File: src/rtl/fpu_cw_sequencer_if.sv
// ---------------------------------------------------------------------------
// fpu_cw_sequencer_if
//   Memory read/write handshake between the FPU control-word sequencer and
//   the memory system. The sequencer drives one strobe at a time and holds
//   it until the memory returns a single-cycle acknowledge.
//
// Signals:
//   mem_rd_req   read strobe, held until mem_ack
//   mem_wr_req   write strobe, held until mem_ack
//   mem_addr     word address (ADDR_WIDTH bits)
//   mem_wr_data  16-bit store data
//   mem_rd_data  16-bit load data, valid with mem_ack
//   mem_ack      one-cycle acknowledge
//
// Modports:
//   master  sequencer side
//   slave   memory side
// ---------------------------------------------------------------------------
interface fpu_cw_sequencer_if #(
  parameter int ADDR_WIDTH = 20
);
  logic                  mem_rd_req;
  logic                  mem_wr_req;
  logic [ADDR_WIDTH-1:0] mem_addr;
  logic [15:0]           mem_wr_data;
  logic [15:0]           mem_rd_data;
  logic                  mem_ack;

  modport master (
    output mem_rd_req,
    output mem_wr_req,
    output mem_addr,
    output mem_wr_data,
    input  mem_rd_data,
    input  mem_ack
  );

  modport slave (
    input  mem_rd_req,
    input  mem_wr_req,
    input  mem_addr,
    input  mem_wr_data,
    output mem_rd_data,
    output mem_ack
  );
endinterface

File: src/rtl/fpu_cw_sequencer.sv
// ---------------------------------------------------------------------------
// fpu_cw_sequencer
//   Sequences every access to the 8087 FPU control word (CW): FLDCW (memory
//   to CW), FSTCW (CW to memory) and FINIT (CW to DEFAULT_CW). Two requesters
//   (host CPU escape interface and FPU microsequencer) are arbitrated
//   round-robin. A newly loaded CW that unmasks an already-pending exception
//   raises a sticky int_req.
//
// Ports:
//   clk, reset_n               clock, asynchronous active-low reset
//   cpu_req/op/addr, cpu_done  host request (level) and completion pulse
//   uc_req/op/addr, uc_done    microsequencer request and completion pulse
//   err                        pulse with done on timeout or illegal op
//   mem                        memory handshake (fpu_cw_sequencer_if.master)
//   cw_cur                     current CW register contents
//   cw_wdata, cw_we            CW register write port
//   exc_pending                status-word exception flags PE UE OE ZE DE IE
//   int_req, int_clr           sticky interrupt request and its clear
//   busy                       high whenever a transaction is in flight
//
// Build option:
//   FPU_CW_RESERVED_FIX_EN  when defined, loaded CW values have reserved bits
//                           [15:12] and [7] forced to 0 and bit 6 forced to 1.
//
// Op encoding: 00 FLDCW, 01 FSTCW, 10 FINIT, 11 illegal.
//
// state | meaning
// ------+------------------------------------------------------------
// IDLE  | waiting for a request; arbitration and operand latch
// RD    | FLDCW memory read strobe held until ack or timeout
// LOAD  | one-cycle CW write of captured/default value
// CHK   | compare new CW masks against pending exceptions
// WR    | FSTCW memory write strobe held until ack or timeout
// DONE  | one-cycle done (and err) pulse to the owner
// ---------------------------------------------------------------------------
module fpu_cw_sequencer #(
  parameter int          ADDR_WIDTH = 20,
  parameter int          TIMEOUT    = 255,
  parameter logic [15:0] DEFAULT_CW = 16'h037F
) (
  input  logic                  clk,
  input  logic                  reset_n,

  input  logic                  cpu_req,
  input  logic [1:0]            cpu_op,
  input  logic [ADDR_WIDTH-1:0] cpu_addr,
  output logic                  cpu_done,

  input  logic                  uc_req,
  input  logic [1:0]            uc_op,
  input  logic [ADDR_WIDTH-1:0] uc_addr,
  output logic                  uc_done,

  output logic                  err,

  fpu_cw_sequencer_if.master    mem,

  input  logic [15:0]           cw_cur,
  output logic [15:0]           cw_wdata,
  output logic                  cw_we,

  input  logic [5:0]            exc_pending,
  output logic                  int_req,
  input  logic                  int_clr,
  output logic                  busy
);

  typedef enum logic [2:0] {
    S_IDLE,
    S_RD,
    S_LOAD,
    S_CHK,
    S_WR,
    S_DONE
  } state_t;

  localparam logic [1:0] OP_FLDCW = 2'b00;
  localparam logic [1:0] OP_FSTCW = 2'b01;
  localparam logic [1:0] OP_FINIT = 2'b10;
  localparam logic [7:0] TMR_INIT = 8'(TIMEOUT);

  function automatic logic [15:0] fix_cw(input logic [15:0] d);
`ifdef FPU_CW_RESERVED_FIX_EN
    fix_cw = (d & 16'h0F3F) | 16'h0040;
`else
    fix_cw = d;
`endif
  endfunction

  state_t                state_q, state_d;
  logic                  last_uc_q;   // 1: microsequencer was granted last
  logic                  owner_uc_q;
  logic [ADDR_WIDTH-1:0] addr_q;
  logic [15:0]           wr_data_q;
  logic [15:0]           cw_data_q;
  logic [7:0]            tmr_q;
  logic                  err_q;
  logic                  int_req_q;

  logic                  grant;
  logic                  grant_uc;
  logic [1:0]            sel_op;
  logic [ADDR_WIDTH-1:0] sel_addr;
  logic                  set_err;
  logic                  ld_tmr;
  logic                  dec_tmr;
  logic                  cap_rd;
  logic                  int_hit;

  always_ff @(posedge clk or negedge reset_n) begin
    if (!reset_n) state_q <= S_IDLE;
    else          state_q <= state_d;
  end

  always_comb begin
    state_d  = state_q;
    grant    = 1'b0;
    grant_uc = 1'b0;
    sel_op   = cpu_op;
    sel_addr = cpu_addr;
    set_err  = 1'b0;
    ld_tmr   = 1'b0;
    dec_tmr  = 1'b0;
    cap_rd   = 1'b0;

    case (state_q)
      S_IDLE: begin
        if (cpu_req || uc_req) begin
          grant    = 1'b1;
          // On a tie the requester that was not granted last wins.
          grant_uc = uc_req && (!cpu_req || !last_uc_q);
          sel_op   = grant_uc ? uc_op : cpu_op;
          sel_addr = grant_uc ? uc_addr : cpu_addr;
          case (sel_op)
            OP_FLDCW: begin
              state_d = S_RD;
              ld_tmr  = 1'b1;
            end
            OP_FSTCW: begin
              state_d = S_WR;
              ld_tmr  = 1'b1;
            end
            OP_FINIT: state_d = S_LOAD;
            default: begin
              state_d = S_DONE;
              set_err = 1'b1;
            end
          endcase
        end
      end

      S_RD: begin
        // An ack on the final allowed cycle still completes the load.
        if (mem.mem_ack) begin
          cap_rd  = 1'b1;
          state_d = S_LOAD;
        end else if (tmr_q == 8'd1) begin
          set_err = 1'b1;
          state_d = S_DONE;
        end else begin
          dec_tmr = 1'b1;
        end
      end

      S_WR: begin
        if (mem.mem_ack) begin
          state_d = S_DONE;
        end else if (tmr_q == 8'd1) begin
          set_err = 1'b1;
          state_d = S_DONE;
        end else begin
          dec_tmr = 1'b1;
        end
      end

      S_LOAD:  state_d = S_CHK;
      S_CHK:   state_d = S_DONE;
      S_DONE:  state_d = S_IDLE;
      default: state_d = S_IDLE;
    endcase
  end

  always_ff @(posedge clk or negedge reset_n) begin
    if (!reset_n) begin
      last_uc_q  <= 1'b0;
      owner_uc_q <= 1'b0;
      addr_q     <= '0;
      wr_data_q  <= '0;
      cw_data_q  <= '0;
      tmr_q      <= '0;
      err_q      <= 1'b0;
    end else begin
      err_q <= set_err;
      if (grant) begin
        last_uc_q  <= grant_uc;
        owner_uc_q <= grant_uc;
        addr_q     <= sel_addr;
        wr_data_q  <= cw_cur;
        if (sel_op == OP_FINIT) cw_data_q <= fix_cw(DEFAULT_CW);
      end
      if (cap_rd) cw_data_q <= fix_cw(mem.mem_rd_data);
      if (ld_tmr)       tmr_q <= TMR_INIT;
      else if (dec_tmr) tmr_q <= tmr_q - 8'd1;
    end
  end

  // A '1' in CW[5:0] masks the matching exception; any pending flag whose
  // mask bit is now clear must be reported.
  assign int_hit = (state_q == S_CHK) && ((exc_pending & ~cw_data_q[5:0]) != 6'd0);

  always_ff @(posedge clk or negedge reset_n) begin
    if (!reset_n)     int_req_q <= 1'b0;
    else if (int_hit) int_req_q <= 1'b1;
    else if (int_clr) int_req_q <= 1'b0;
  end

  assign mem.mem_rd_req  = (state_q == S_RD);
  assign mem.mem_wr_req  = (state_q == S_WR);
  assign mem.mem_addr    = addr_q;
  assign mem.mem_wr_data = wr_data_q;

  assign cw_we    = (state_q == S_LOAD);
  assign cw_wdata = cw_data_q;
  assign cpu_done = (state_q == S_DONE) && !owner_uc_q;
  assign uc_done  = (state_q == S_DONE) && owner_uc_q;
  assign err      = err_q;
  assign int_req  = int_req_q;
  assign busy     = (state_q != S_IDLE);

endmodule

File: src/flat_wrapper.sv
// flat-port wrapper written by rule: the top's interface ports become plain ports
module fpu_cw_sequencer_flat 
#(
  parameter int          ADDR_WIDTH = 20,
  parameter int          TIMEOUT    = 255,
  parameter logic [15:0] DEFAULT_CW = 16'h037F
)
  (clk, reset_n, cpu_req, cpu_op, cpu_addr, cpu_done, uc_req, uc_op, uc_addr, uc_done, err, cw_cur, cw_wdata, cw_we, exc_pending, int_req, int_clr, busy, mem_mem_rd_req, mem_mem_wr_req, mem_mem_addr, mem_mem_wr_data, mem_mem_rd_data, mem_mem_ack);
  fpu_cw_sequencer_if #(.ADDR_WIDTH(ADDR_WIDTH)) mem_i ();
  input  logic clk;
  input  logic reset_n;
  input  logic cpu_req;
  input  logic [1:0] cpu_op;
  input  logic [ADDR_WIDTH-1:0] cpu_addr;
  output logic cpu_done;
  input  logic uc_req;
  input  logic [1:0] uc_op;
  input  logic [ADDR_WIDTH-1:0] uc_addr;
  output logic uc_done;
  output logic err;
  input  logic [15:0] cw_cur;
  output logic [15:0] cw_wdata;
  output logic cw_we;
  input  logic [5:0] exc_pending;
  output logic int_req;
  input  logic int_clr;
  output logic busy;
  output wire logic [$bits(mem_i.mem_rd_req)-1:0] mem_mem_rd_req;
  output wire logic [$bits(mem_i.mem_wr_req)-1:0] mem_mem_wr_req;
  output wire logic [$bits(mem_i.mem_addr)-1:0] mem_mem_addr;
  output wire logic [$bits(mem_i.mem_wr_data)-1:0] mem_mem_wr_data;
  input wire logic [$bits(mem_i.mem_rd_data)-1:0] mem_mem_rd_data;
  input wire logic [$bits(mem_i.mem_ack)-1:0] mem_mem_ack;
  assign mem_mem_rd_req = mem_i.mem_rd_req;
  assign mem_mem_wr_req = mem_i.mem_wr_req;
  assign mem_mem_addr = mem_i.mem_addr;
  assign mem_mem_wr_data = mem_i.mem_wr_data;
  assign mem_i.mem_rd_data = mem_mem_rd_data;
  assign mem_i.mem_ack = mem_mem_ack;
  fpu_cw_sequencer #(.ADDR_WIDTH(ADDR_WIDTH), .TIMEOUT(TIMEOUT), .DEFAULT_CW(DEFAULT_CW)) u_core (.clk(clk), .reset_n(reset_n), .cpu_req(cpu_req), .cpu_op(cpu_op), .cpu_addr(cpu_addr), .cpu_done(cpu_done), .uc_req(uc_req), .uc_op(uc_op), .uc_addr(uc_addr), .uc_done(uc_done), .err(err), .mem(mem_i), .cw_cur(cw_cur), .cw_wdata(cw_wdata), .cw_we(cw_we), .exc_pending(exc_pending), .int_req(int_req), .int_clr(int_clr), .busy(busy));
endmodule
File: config.mk
export PLATFORM = sky130hd
export DESIGN_NAME = fpu_cw_sequencer_flat
export DESIGN_NICKNAME = d
export VERILOG_FILES = /design/src/rtl/fpu_cw_sequencer_if.sv /design/src/rtl/fpu_cw_sequencer.sv /design/src/flat_wrapper.sv
export SDC_FILE = /design/constraint.sdc
export NUM_CORES = 1
export LEC_CHECK = 0
export CORE_ASPECT_RATIO = 1.4
export CORE_MARGIN = 2
export CORE_UTILIZATION = 40
export DETAILED_ROUTE_END_ITERATION = 8
export GPL_ROUTABILITY_DRIVEN = 0
export GPL_TIMING_DRIVEN = 0
export PLACE_DENSITY = 0.76
export SETUP_SLACK_MARGIN = 0.15
export SLEW_MARGIN = 10
export SYNTH_ARGS = -nofsm -noshare
export SYNTH_HDL_FRONTEND = slang
export SYNTH_SLANG_ARGS = --single-unit
File: constraint.sdc
create_clock -name clk -period 5.9 [get_ports clk]
set_clock_uncertainty 0.05 [all_clocks]
set_input_delay 1.18 -clock clk [delete_from_list [all_inputs] [get_ports clk]]
set_output_delay 1.18 -clock clk [all_outputs]
set_load 0.03 [all_outputs]
==> metrics.yaml, run 1 <==
die_area_um2: 8450
drv_slew: 0
num_io_pins: 148
syn_nets: 394
drt_iter0_markers: 122
critPathKind: "reg -> out"
holdBufCountCts: 0
die_x_um: 78.3
drv_cap: 0
num_vias: 2809
first_pass_iters: 4
cp-end-kind: "primary output"
r2r_slack_ns: 3.49
layout_min_cycle_time_ns: 3.48
hold_class: "reg -> reg"
ys.flop_type: "dfrtp_1"
powerDensity_nw_per_um2: 538
ir_worst_vdd_v: 0.000401
diodes: 0
synth_edf_count: 0
cts_buffer_depth: 2
ys_seq_area_frac: 0.535
cts_resized: 0
finalCritPeriodShare: 0.589
max_freq_ghz: 0.288
holdWs_ns: 0.455
clk_pin_slew_worst_paths_ns: 0.07
start_kind: "flip-flop"
htreeDepth: 3
grtUsageTotal: 0.209
synth-seq-cells: 66
syn_area_um2: 3090
hold_viol: 0
post_drt_via_cell_ratio: 4.99
max_slew_margin: 0.497
rsz0062_at_grt: "no"
nets: 553
dpl.hpwl_mm: 6.65
antenna_found_initial: 0
drc: 0
grt_max_degree: 66
postCtsSetupBuffers: 0
ys_types: 43
areaGrowthSynthToFinish_pct: 59.2
final_common_cell: "clkdlybuf4s50_1"
leakagePower_nw: 2.03
final_cell_mix: "clkdlybuf4s50_1, dfrtp_1, nand2_1"
finalWirelength_mm: 8.72
portBuffers: 147
start_util: 0.417
required_ns: 4.67
power.total_mw: 2.64
worstMarginPinSlew_ns: 0.753
synthArstFlopShare: 1.00
ys_warn_count: 0
die_y_um: 108
path_max_fanout: 10
root_buffer: "clkbuf_8"
cts.sinks: 66
grt_pass1_vias: 2928
core_um2: 7410
tns_ns: 0
row_count: 37
postSynthCellCount: 302
syn_area_per_cell_um2: 10.2
cts_made_buffers: 9
cts_tree: "built"
ant_nets: 0
worstPathArrival_ns: 2.25
grt_pass1_wl_mm: 13.8
clk_latency_ns: 0.34
drive_gt1_frac: 0.0944
setup_violations: 0
grt_overflow: 0
outcome: "finished, final reports clean"
wl_per_cell_um: 15.5
-- where the power goes --
group          internal (mW)  switching [mW]  total, mW
logic                  0.619           0.823       1.44
registers              0.663           0.129      0.792
clock network          0.238           0.172      0.409
total                   1.52            1.12       2.64
-- per-stage QoR --
step           cell area (um^2)   util  setup WS, ns  std cells
2_1_floorplan              3090      -          3.25        302
3_3_place_gp               4680  0.632          1.39        546
3_5_place_dp               4710  0.635          2.43        547
4_1_cts                    4920  0.664          2.41        563
5_1_grt                    4920  0.664          2.27        563
6_report                   4920  0.664          2.42        563
-- routing by layer --
layer / wire (um) / GRT usage / vias up
met5: 0 / 0 / -
met4: 232 / 0.0877 / 0
met3: 507 / 0.0568 / 17
met2: 4740 / 0.373 / 87
met1: 3240 / 0.233 / 1339
li1: - / - / 1366
-- synth_stat cells, drive strengths merged (3+ instances only) --
library cell,instances,share of area
dfrtp,66,0.53
nand2,37,0.045
a21oi,31,0.051
nor2,28,0.034
mux2i,23,0.075
mux2,17,0.062
nand3,17,0.028
inv,12,0.015
clkbuf,10,0.012
o21ai,8,0.013
buf,6,0.0085
or4,5,0.014
ha,4,0.016
o22ai,4,0.0081
o31ai,4,0.0097
and2,3,0.0061
nor3b,3,0.0073
-- critical path, cell delays in order (launching register included) --
cell and delay [ns]:
dfrtp_1 0.41, buf_1 0.37, nor2b_1 0.28, and3_1 0.19, clkdlybuf4s50_1 0.66
-- registers in the layout, indices dropped and copies added, names as in the netlist --
register / cells
u_core.mem.mem_addr: 20
u_core.state_q: 3
u_core.mem.mem_wr_data: 16
u_core.last_uc_q: 1
u_core.int_req: 1
u_core.err: 1
u_core.cw_wdata: 16
u_core.tmr_q: 8
-- cells by family after synthesis --
kind of cell    after synthesis  synth area share
simple gates                106             0.166
flops                        66             0.535
buf+inv                      28            0.0352
xor+xnor                      1           0.00284
compound gates               57             0.108
mux                          40             0.136
fa+ha+maj                     4            0.0162
-- worst paths after layout --
kind / start / to / depth (start not counted)
min reg2reg: u_core.mem.mem_wr_data[14] / u_core.mem.mem_wr_data[14] / 1
max reg2reg: u_core.state_q[0] / u_core.mem.mem_addr[17] / 6
min in group asynchronous: reset_n / u_core.mem.mem_addr[18] / 1
min: u_core.mem.mem_wr_data[14] / u_core.mem.mem_wr_data[14] / 1
max: u_core.state_q[0] / uc_done / 4
max in group asynchronous: reset_n / u_core.mem.mem_addr[2] / 2
-- area by class of cell --
class / count / area [um^2]
fill: 625 / 2490
sequential: 66 / 1650
timing repair buffer: 148 / 1500
multi-input combinational: 208 / 1330
clock buffer: 11 / 131
tap: 97 / 121
clock inverter: 5 / 78.8
buffer: 16 / 63.8
inverter: 12 / 45.0
No activity file was read; power rests on OpenSTA's default activity.
==> run 2, diff against run 1 <==
==> constraint.sdc (replaced) <==
create_clock -name clk -period 3.2 [get_ports clk]
set_clock_uncertainty 0.05 [all_clocks]
set_input_delay 0.64 -clock clk [delete_from_list [all_inputs] [get_ports clk]]
set_output_delay 0.64 -clock clk [all_outputs]
set_load 0.03 [all_outputs]
==> metrics.yaml, run 2 (same netlist as run 1, synthesis figures left out) <==
outcome: "finished, final reports clean"
hold_class: "in -> async"
final_common_cell: "clkdlybuf4s50_1"
powerDensity_nw_per_um2: 991  # +84%
layout_min_cycle_time_ns: 2.79
leakagePower_nw: 2.04  # +0.16%
grt_max_degree: 66  # unchanged
final_core_util: 0.664  # about the same
finalWirelength_mm: 8.73  # +0.20%
drv_cap: 0  # unchanged
areaGrowthSynthToFinish_pct: 59.2  # about the same
die_x_um: 78.3  # unchanged
post_drt_via_cell_ratio: 5.02  # +0.57%
worstSetupEndpoint: "uc_done"
r2r_slack_ns: 0.78  # -2.71 ns
nets: 553  # unchanged
r2r_cells: 6  # unchanged
required_ns: 2.51  # -2.16 ns
grt_pass1_vias: 2928  # unchanged
worstMarginPinSlew_ns: 0.743  # -0.0101 ns
grt_pass1_wl_mm: 13.8  # unchanged
num_vias: 2825  # +0.57%
drive_gt1_frac: 0.0966  # +0.00215
cts.sinks: 66  # unchanged
cts_buffer_depth: 2  # unchanged
final_cell_mix: "clkdlybuf4s50_1, dfrtp_1, nand2_1"
core_um2: 7410  # unchanged
max_freq_ghz: 0.359
die_area_um2: 8450  # unchanged
holdBufCountCts: 0  # unchanged
reg2reg_to: "u_core.mem.mem_addr[17]"
worstPathArrival_ns: 2.10  # -0.15 ns
first_pass_iters: 4  # unchanged
cts_tree: "built"
ir_worst_vdd_v: 0.000739  # +84%
path_max_fanout: 10  # unchanged
setup_violations: 0  # unchanged
drv_slew: 0  # unchanged
clk_pin_slew_worst_paths_ns: 0.07  # about the same
setup_slack_ns: 0.412  # -2.01 ns
num_io_pins: 148  # unchanged
cp-end-kind: "primary output"
n_fill_cell: 624  # -0.16%
drc: 0  # unchanged
ant_nets: 0  # unchanged
max_slew_margin: 0.504  # +0.00674
drt_iter0_markers: 122  # unchanged
antenna_found_initial: 0  # unchanged
grt_overflow: 0  # unchanged
diodes: 0  # unchanged
start_kind: "flip-flop"
die_y_um: 108  # unchanged
reg2reg_from: "u_core.state_q[0]"
rsz0062_at_grt: "no"
wl_per_cell_um: 15.5  # +0.20%
dp_slack_ns: 0.267  # -2.16 ns
largest_register_ff_count: 20  # unchanged
clk_latency_ns: 0.34  # about the same
finalCritPeriodShare: 0.871
htreeDepth: 3  # unchanged
root_buffer: "clkbuf_8"
start_util: 0.417  # unchanged
critPathKind: "reg -> out"
holdWs_ns: 0.0342  # -0.421 ns
cts_made_buffers: 9  # unchanged
portBuffers: 147  # unchanged
dpl.hpwl_mm: 6.65  # unchanged
hold_viol: 0  # unchanged
startpoint: "u_core.state_q[0]"
row_count: 37  # unchanged
grtUsageTotal: 0.209  # unchanged
-- run 2: cell count changes in the layout (fill, tap and decap cells not counted) --
cell and delta:
buf_1 -1, clkbuf_2 +1
-- run 2: worst min path at each step --
stage	start	to	slack, ns	cells after the start
CTS	reset_n	u_core.mem.mem_addr[18]	0.02	1
detailed placement	reset_n	u_core.mem.mem_addr[18]	0.39	1
floorplan	reset_n	u_core.cw_wdata[0]	0.29	0
global route	reset_n	u_core.mem.mem_addr[18]	0.02	1
global placement	u_core.cw_wdata[9]	u_core.cw_wdata[9]	0.44	2
finish	reset_n	u_core.mem.mem_addr[18]	0.03	1
-- run 2: repair_timing --
item | in CTS | in global routing
setup endpoints to repair | 0 | 1
setup buffers | 0 | 0
resized for setup | 0 | 1
-- run 2: worst max-delay path: stages, from the launching register on --
cell and delay (ns):
dfrtp_1 0.41, clkbuf_2 0.25, nor2b_1 0.25, and3_1 0.19, clkdlybuf4s50_1 0.66
-- run 2: routing by layer --
metal | GRT usage | routed length [um] | vias to the layer above
li1 | - | - | 1367
met1 | 0.233 | 3230 | 1347
met2 | 0.373 | 4740 | 94
met3 | 0.0568 | 528 | 17
met4 | 0.0877 | 232 | 0
met5 | 0 | 0 | -
-- run 2: final cells by class --
class	instances	area [um^2]	area share
flip-flops and latches	66	1650	0.336
repair buffers	148	1500	0.304
multi-input cells	208	1330	0.270
clock buffers	11	131	0.0267
well taps	97	121	0.0247
clock inverters	5	78.8	0.0160
plain buffers	16	65.1	0.0132
inverters	12	45.0	0.00916
-- run 2: per-stage QoR --
step / TNS (ns) / power [mW] / instances / instance area, um^2
6_report: 0 / 4.88 / 563 / 4920
5_1_grt: 0 / 5.16 / 563 / 4920
4_1_cts: 0 / 4.92 / 563 / 4920
3_5_place_dp: 0 / 4.15 / 547 / 4710
3_3_place_gp: -50.18 / 4.07 / 546 / 4680
2_1_floorplan: 0 / 3.01 / 302 / 3090
-- run 2: report_power, final --
group	internal, mW	switching, mW
registers	1.22	0.237
clock network	0.438	0.317
logic	1.14	1.52
total	2.80	2.07
==> run 3, diff against run 2 <==
--- a/config.mk
+++ b/config.mk
@@ -12,6 +12,7 @@
 export GPL_ROUTABILITY_DRIVEN = 0
 export GPL_TIMING_DRIVEN = 0
 export PLACE_DENSITY = 0.76
+export REMOVE_ABC_BUFFERS = 1
 export SETUP_SLACK_MARGIN = 0.15
 export SLEW_MARGIN = 10
 export SYNTH_ARGS = -nofsm -noshare
==> metrics.yaml, run 3 (same netlist as run 1, synthesis figures left out) <==
n_fill_cell: 623  # -0.16%
num_vias: 2753  # -2.5%
grt_overflow: 0  # unchanged
drv_slew: 0  # unchanged
drc: 0  # unchanged
cp-end-kind: "primary output"
start_util: 0.417  # unchanged
row_count: 37  # unchanged
dpl.hpwl_mm: 6.70  # +0.89%
hold_viol: 0  # unchanged
dr_wl_met3_um: 464  # -12%
wl_per_cell_um: 15.8  # +2.0%
postCtsSetupBuffers: 0  # unchanged
setup_violations: 0  # unchanged
cts_made_buffers: 9  # unchanged
ant_nets: 0  # unchanged
drt_iter0_markers: 143  # +17%
cts.sinks: 66  # unchanged
grt_max_degree: 36  # -45%
powerDensity_nw_per_um2: 978  # -1.4%
cpPeakStageDelay_ns: 0.75  # +0.09 ns
layout_min_cycle_time_ns: 2.73  # -0.0543 ns
cts_buffer_depth: 2  # unchanged
nets: 539  # -2.5%
diodes: 0  # unchanged
antenna_found_initial: 0  # unchanged
start_kind: "flip-flop"
first_pass_iters: 4  # unchanged
critPathKind: "reg -> out"
top_layer_used: "met4"
cts_resized: 0  # unchanged
htreeDepth: 3  # unchanged
place_area_um2: 4710  # about the same
rsz0062_at_grt: "no"
post_drt_via_cell_ratio: 5.01  # about the same
final_cell_area_um2: 4910  # -0.20%
drive_gt1_frac: 0.106  # +0.00963
leakagePower_nw: 2.03  # -0.47%
die_area_um2: 8450  # unchanged
clk_pin_slew_worst_paths_ns: 0.08  # about the same
cts_tree: "built"
die_y_um: 108  # unchanged
hold_class: "in -> async"
path_max_fanout: 13  # +3
grt_pass1_wl_mm: 14.1  # +2.4%
root_buffer: "clkbuf_8"
startpoint: "u_core.state_q[0]"
worstPathArrival_ns: 2.04  # -0.06 ns
r2r_slack_ns: 0.79  # about the same
die_x_um: 78.3  # unchanged
crit_path_cell_trace: "nor3b_1 > clkdlybuf4s50_1"
outcome: "finished, final reports clean"
num_io_pins: 148  # unchanged
final_core_util: 0.663  # -0.00135
grtUsageTotal: 0.215  # +0.00607
grt_pass1_vias: 2955  # +0.92%
core_um2: 7410  # unchanged
finalWirelength_mm: 8.69  # -0.49%
critPathSlowestCell: "clkdlybuf4s50_1"
holdBufCountCts: 0  # unchanged
areaGrowthSynthToFinish_pct: 58.9
reg2reg_from: "u_core.state_q[0]"
portBuffers: 147  # unchanged
drv_cap: 0  # unchanged
ir_worst_vdd_v: 0.000759  # +2.6%
finalCritPeriodShare: 0.854  # -0.0170
max_slew_margin: 0.498  # -0.00563
max_freq_ghz: 0.366  # +2.0%
required_ns: 2.51  # about the same
final_common_cell: "clkdlybuf4s50_1"
dr_wl_met2_mm: 4.67  # -1.4%
clk_latency_ns: 0.34  # about the same
largest_register_ff_count: 20  # unchanged
m1WireLength_mm: 3.30  # +2.0%
worstMarginPinSlew_ns: 0.751  # +0.00843 ns
final_cell_mix: "clkdlybuf4s50_1, dfrtp_1, nand2_1"
==> run 3: cell types whose count changed in the layout (fill, tap and decap cells not counted), sizes merged <==
cell / previous run / this run
buf: 7 / 4
bufinv: 2 / 1
clkbuf: 22 / 9
clkinv: 3 / 5
clkinvlp: 0 / 1
==> run 3: through the flow <==
stage	hold slack [ns]	cells	setup WS, ns	total power [mW]	setup TNS, ns
floorplan	0.294	286	-0.841	2.99	-30.24
global placement	0.433	530	-2.61	4.04	-171.99
detailed placement	0.446	533	0.378	4.14	0
CTS	0.184	549	0.334	4.85	0
global route	0.187	549	0.301	5.10	0
finish	0.185	549	0.467	4.80	0
==> run 3: worst paths after layout <==
| path | end | cells past startpoint |
|---|---|---|
| worst min register to register | u_core.mem.mem_wr_data[4] | 1 |
| worst min-delay path | u_core.mem.mem_addr[10] | 1 |
| worst max-delay path | mem_mem_rd_req | 2 |
| max in group asynchronous | u_core.tmr_q[0] | 2 |
| worst max register to register | u_core.mem.mem_wr_data[3] | 4 |
| min in group clk | u_core.mem.mem_wr_data[4] | 1 |
==> run 3: power by group <==
part / total [mW] / internal, mW / switching [mW]
combinational: 2.62 / 1.16 / 1.46
sequential: 1.49 / 1.22 / 0.266
clock: 0.693 / 0.358 / 0.335
==> run 3: worst max-delay path, delay by kind of cell, from the launching register on <==
family,cells,cell delay (ns)
buf+inv,1,0.75
flops,1,0.61
simple gates,1,0.35
==> run 3: metal layers <==
metal	up-vias	track usage
li1	1346	-
met1	1298	0.242
met2	91	0.384
met3	18	0.0601
met4	0	0.0840
met5	-	0
==> run 3: layout make-up <==
| type | count | area, um^2 | area share |
|---|---|---|---|
| clock buffer | 9 | 124 | 0.0252 |
| clock inverter | 7 | 70.1 | 0.0143 |
| inverter | 12 | 45.0 | 0.00918 |
| multi-input combinational | 208 | 1350 | 0.276 |
| sequential | 66 | 1650 | 0.336 |
| tap | 97 | 121 | 0.0247 |
| timing repair buffer | 150 | 1540 | 0.315 |
